==> config.mk <==
export PLATFORM = sky130hd
export DESIGN_NAME = instr_mem_boot
export DESIGN_NICKNAME = d
export VERILOG_FILES = /design/src/rtl/instr_mem_boot.sv
export SDC_FILE = /design/constraint.sdc
export NUM_CORES = 1
export LEC_CHECK = 0
export ABC_AREA = 1
export BUFFER_PORTS_ARGS = -buffer_cell sky130_fd_sc_hd__buf_4
export CORE_UTILIZATION = 46
export CTS_CLUSTER_DIAMETER = 50
export DETAILED_ROUTE_END_ITERATION = 10
export SETUP_SLACK_MARGIN = 0.15
export SLEW_MARGIN = 20
export SYNTH_ARGS = -nofsm -noshare
export SYNTH_HDL_FRONTEND = slang
export SYNTH_SLANG_ARGS = --single-unit
==> constraint.sdc <==
create_clock -name clk -period 3.93 [get_ports clk]
set_input_delay 0.786 -clock clk [delete_from_list [all_inputs] [get_ports clk]]
set_output_delay 0.786 -clock clk [all_outputs]
set_load 0.02 [all_outputs]
==> src/rtl/instr_mem_boot.sv <==
// Instruction memory with a valid/ready boot loader. The CPU stays stalled until a load completes.
// After that the memory serves combinational fetches and accepts CPU writes.
module instr_mem_boot #(
  parameter int          DATA_SIZE    = 32,
  parameter int          ADDRESS_SIZE = 5,
  parameter logic [31:0] NOP_WORD     = 32'h0000_0013
) (
  input  logic                    clk,
  input  logic                    rst_n,
  input  logic [31:0]             address,
  output logic [DATA_SIZE-1:0]    data_out,
  input  logic [DATA_SIZE-1:0]    data_in,
  input  logic                    write,
  output logic                    fetch_fault,
  output logic                    cpu_stall,
  input  logic                    ld_start,
  input  logic [ADDRESS_SIZE:0]   ld_len,
  input  logic                    ld_valid,
  input  logic [DATA_SIZE-1:0]    ld_data,
  output logic                    ld_ready,
  output logic                    ld_done,
  output logic [DATA_SIZE-1:0]    ld_checksum,
  output logic [ADDRESS_SIZE:0]   ld_count
);
  localparam int DEPTH = 2 ** ADDRESS_SIZE;
  localparam int CW    = ADDRESS_SIZE + 1;

  localparam logic [1:0] S_BOOT_WAIT = 2'd0;
  localparam logic [1:0] S_LOAD      = 2'd1;
  localparam logic [1:0] S_RUN       = 2'd2;

  logic [1:0]              state_q, state_d;
  logic [CW-1:0]           len_q, len_d;
  logic [CW-1:0]           count_q, count_d;
  logic [DATA_SIZE-1:0]    sum_q, sum_d;
  logic                    done_q, done_d;

  logic [DATA_SIZE-1:0]    mem [DEPTH];
  logic [ADDRESS_SIZE-1:0] cpu_idx;
  logic                    mem_we;
  logic [ADDRESS_SIZE-1:0] mem_widx;
  logic [DATA_SIZE-1:0]    mem_wdata;
  logic [CW-1:0]           start_len;

  assign cpu_idx     = address[ADDRESS_SIZE+1:2];
  assign fetch_fault = (address[1:0] != 2'b00) || (|address[31:ADDRESS_SIZE+2]);
  assign cpu_stall   = (state_q != S_RUN);
  assign ld_ready    = (state_q == S_LOAD);
  assign ld_done     = done_q;
  assign ld_checksum = sum_q;
  assign ld_count    = count_q;
  assign data_out    = cpu_stall ? NOP_WORD[DATA_SIZE-1:0] : mem[cpu_idx];
  assign start_len   = (ld_len > CW'(DEPTH)) ? CW'(DEPTH) : ld_len;

  always_comb begin
    state_d   = state_q;
    len_d     = len_q;
    count_d   = count_q;
    sum_d     = sum_q;
    done_d    = 1'b0;
    mem_we    = 1'b0;
    mem_widx  = cpu_idx;
    mem_wdata = data_in;
    case (state_q)
      S_BOOT_WAIT, S_RUN: begin
        // CPU write commits even when a reload starts in the same cycle
        mem_we = (state_q == S_RUN) && write && !fetch_fault;
        if (ld_start) begin
          len_d   = start_len;
          count_d = '0;
          sum_d   = '0;
          if (start_len == '0) begin
            state_d = S_RUN;
            done_d  = 1'b1;
          end else begin
            state_d = S_LOAD;
          end
        end
      end
      S_LOAD: begin
        if (ld_valid) begin
          mem_we    = 1'b1;
          mem_widx  = count_q[ADDRESS_SIZE-1:0];
          mem_wdata = ld_data;
          count_d   = count_q + 1'b1;
          sum_d     = sum_q + ld_data;
          if (count_d == len_q) begin
            state_d = S_RUN;
            done_d  = 1'b1;
          end
        end
      end
      default: state_d = S_BOOT_WAIT;
    endcase
  end

  always_ff @(posedge clk or negedge rst_n) begin
    if (!rst_n) begin
      state_q <= S_BOOT_WAIT;
      len_q   <= '0;
      count_q <= '0;
      sum_q   <= '0;
      done_q  <= 1'b0;
    end else begin
      state_q <= state_d;
      len_q   <= len_d;
      count_q <= count_d;
      sum_q   <= sum_d;
      done_q  <= done_d;
    end
  end

  // Array contents survive reset so a partial load stays visible.
  always_ff @(posedge clk) begin
    if (mem_we) mem[mem_widx] <= mem_wdata;
  end
endmodule

==> run summary <==
The run finished with clean final reports. In the final layout, flip-flops and latches occupy 31900 sq um. Achievable frequency: 277 MHz. By area the synthesized netlist is led by sky130_fd_sc_hd__edfxtp_1 67%, sky130_fd_sc_hd__nand2_1 9.7%, sky130_fd_sc_hd__nor2_1 4.2%. Buffers placed on the I/O ports in this run total 180. The run gives 0.90 ns as the setup slack on the worst flop-to-flop path. The total global-route track usage is 26.4%.

Post-CTS repair changed the size of 0 cells. The biggest fanout along the worst timing path works out to 64. The tools report the startpoint kind of the worst setup timing path as an input pin. The logs give 4322 for the post-synth net total and 0 for the number of design rule violations left after detail routing. For this design the top-level I/O count stands at 181.

The post-detailed-route wirelength per cell is 23.1 um, and the number of max-slew violations in the final report is 0. For the remaining number of nets flagged by the antenna check after routing, the log shows 0. The initialized floorplan defines 115 standard-cell rows.

The average instance in the mapped netlist occupies 11.0 sq um. The total of endpoints with negative setup slack in the final report came out at 0. The worst setup path is captured at an output pin. The data arrival at the endpoint of the critical path is 2.83 ns. The final critical-path share of the clock period was 91.9%.

The congestion estimate from routability-driven global placement came to 0.856. Cell count after synthesis: 4182. Clock tree synthesis found a total of 1071 sinks. The top cell types in the final layout, fill and taps aside, are 1179 x sky130_fd_sc_hd__nand2_1, 1024 x sky130_fd_sc_hd__edfxtp_1, 485 x sky130_fd_sc_hd__nor2_1.

After filler insertion, the fill cell instance count of the layout stands at 8304. TritonCTS built the clock tree. The logs give 0 for the final hold violation count and 0 for the max-capacitance violation count. The H-tree was split into 3 levels.

The run gives 3521 as the iteration-0 DRC count of the detailed router. In this run the worst hold path is classified as in2async. Compared with the post-synthesis result, the final layout area differs by 16.9%. Entering global routing, the biggest net connects 130 pins.

In this run the critical register-to-register path is launched from state_q[1]. The flop and latch count out of synthesis is 1071. After routing the design area is 53700 sq um.

The post-route netlist has 12.7% of its cells at a drive strength greater than 1. Leakage power figure: 20.2 nW. The endpoint identified for the worst register-to-register timing path is mem[7][9]. Setup repair after global routing left no endpoint under its margin.

The run gives 0.0304 W as the overall power of the completed layout. The die covers 101000 sq um. The routed via count divided by cell count is 5.58. The tools report the core region area as 98600 sq um. The Yosys warning count is 0, and the TritonCTS buffer count is 116.

Sequential cells were found to cover 69.6% of the synthesized design area. Kind of critical path: in2out. After clock tree synthesis, the clock-pin slew on the worst setup and hold paths is 0.06 ns. The total overflow left after global routing is 0. Post-detailed-placement half-perimeter wirelength: 79900 um. Buffers inserted to repair hold after CTS numbered 0. Summed over its instances, the top area cell type makes up 67.0% of the synthesized netlist area.

From left edge to right edge, the die measures 318 um. Counting tap cells, the placed design contains a total of 5595 instances. The worst register-to-register path has a depth of 8. The critical path starts at address[2]. The tools report the combined area of the multi-input logic cells as 12400 sq um. The shortest clock period the worst path allows after layout works out to 3.61 ns. The detailed-router iteration count before antenna repair was 7.

The tools report the cell at the root of the clock tree as sky130_fd_sc_hd__clkbuf_16. The run gives 3 as the initial antenna violation count. Adding up every negative setup slack in the final design gives 0 ns.

The number of antenna diodes is 0, and the final wirelength is 134000 um. The buffers inserted during post-CTS setup optimization was 0. The detailed router placed 32400 vias in this run. In this run the tightest slew margin relative to its limit is 30.5%. The logs give 0.70 ns for the clock latency reported for the late side of the worst-skew pair and 5810 for the number of standard cells in the final layout excluding fillers. For the via count of the first global-routing pass, the log shows 30900.

The first global-routing pass estimated 199000 um of wire. The maximum resistive drop on vdd came out at 368 uV. The tools report the number of buffers on the longest clock path as 3. For the final database, setup skew stands at 0.0302 ns. The effective utilization at floorplan came out at 46.6%.

Summed over all instances, the cell type with the most area after synthesis is sky130_fd_sc_hd__edfxtp_1. The actual slew at the worst max-slew pin is 1.04 ns, and the number of different library cells in the post-synthesis netlist is 37. The net count of the finished layout is 4566. The mapped cell area is 45900 sq um.

Measured along the y axis, the die boundary spans 318 um. Dividing total power by cell area gives a power density of 567 nW/um^2. The required time of the worst setup path is 3.14 ns.

The placed instances occupy a cell area of 50000 sq um. The worst hold slack came out at 0.134 ns. The library cell used most frequently in the layout, excluding fill and tap cells, is sky130_fd_sc_hd__nand2_1.
cells by family after synthesis:
kind of cell / synth area share (%)
compound gates: 7.84
xor+xnor: 0.153
fa+ha+maj: 0.916
buf+inv: 3.89
flops: 69.6
simple gates: 17.6
through the flow:
stage	setup slack [ns]	util, %
after global placement	0.305	50.7
final	0.318	54.4
after global routing	0.161	54.4
after floorplan	0.353	-
after CTS	0.318	54.4
after detailed placement	0.340	50.7
layout make-up:
class,instances,share of cell area (%)
multi-input combinational,2723,23.2
timing repair buffer,363,6.41
sequential,1071,59.5
clock inverter,65,0.949
clock buffer,150,5.86
tap,1287,3.00
inverter,151,1.11
flip-flops by register name, indices dropped and copies added (netlist names):
| name | flops |
|---|---|
| ld_checksum | 32 |
| ld_count | 6 |
| ld_done | 1 |
| len_q | 6 |
| mem | 1024 |
| state_q | 2 |
how the worst max path moves through the flow:
stage,to,cells past startpoint
2_1_floorplan,mem[0][0],6
3_3_place_gp,data_out[14],9
3_5_place_dp,data_out[18],13
4_1_cts,data_out[18],13
5_1_grt,data_out[18],13
6_report,data_out[25],12
critical path, stage by stage:
cell	delay [ns]
sky130_fd_sc_hd__buf_8	0.16
sky130_fd_sc_hd__inv_16	0.25
sky130_fd_sc_hd__buf_12	0.31
sky130_fd_sc_hd__nand2_1	0.08
sky130_fd_sc_hd__nand3_1	0.08
sky130_fd_sc_hd__nand2_1	0.06
sky130_fd_sc_hd__a21oi_1	0.12
sky130_fd_sc_hd__o31ai_1	0.10
sky130_fd_sc_hd__nand2_1	0.07
sky130_fd_sc_hd__nor2_1	0.06
sky130_fd_sc_hd__nor2_1	0.40
sky130_fd_sc_hd__buf_4	0.24
routing by layer:
layer,track usage (%),vias up,share of wire [%]
met4,6.62,0,2.3
met2,42.2,1306,47
met1,38.0,15900,43
li1,-,15000,-
met5,0,-,0
met3,3.65,193,7.6
power by group:
group,total [W],internal [W],switching (W),leakage (nW)
Clock,0.0104,0.00597,0.00447,1.77
Sequential,0.0141,0.0138,0.000320,9.84
Combinational,0.00586,0.00172,0.00414,8.58
Yosys cell counts (all sizes together):
cell	n
buf	150
o31ai	73
xnor2	1
a21oi	203
dfrtp	47
a21o	1
ha	32
inv	149
nor3	5
o21ai	277
o211ai	24
nand3	308
or2	7
clkbuf	87
a21boi	2
a22o	2
edfxtp	1024
nor4	3
and2	3
nand3b	5
o22ai	63
a32o	2
nor2	518
nand4	4
nand2	1180
o21bai	2
clkinv	2
fa	1
xor2	7
Power figures use the tool's default switching activity.
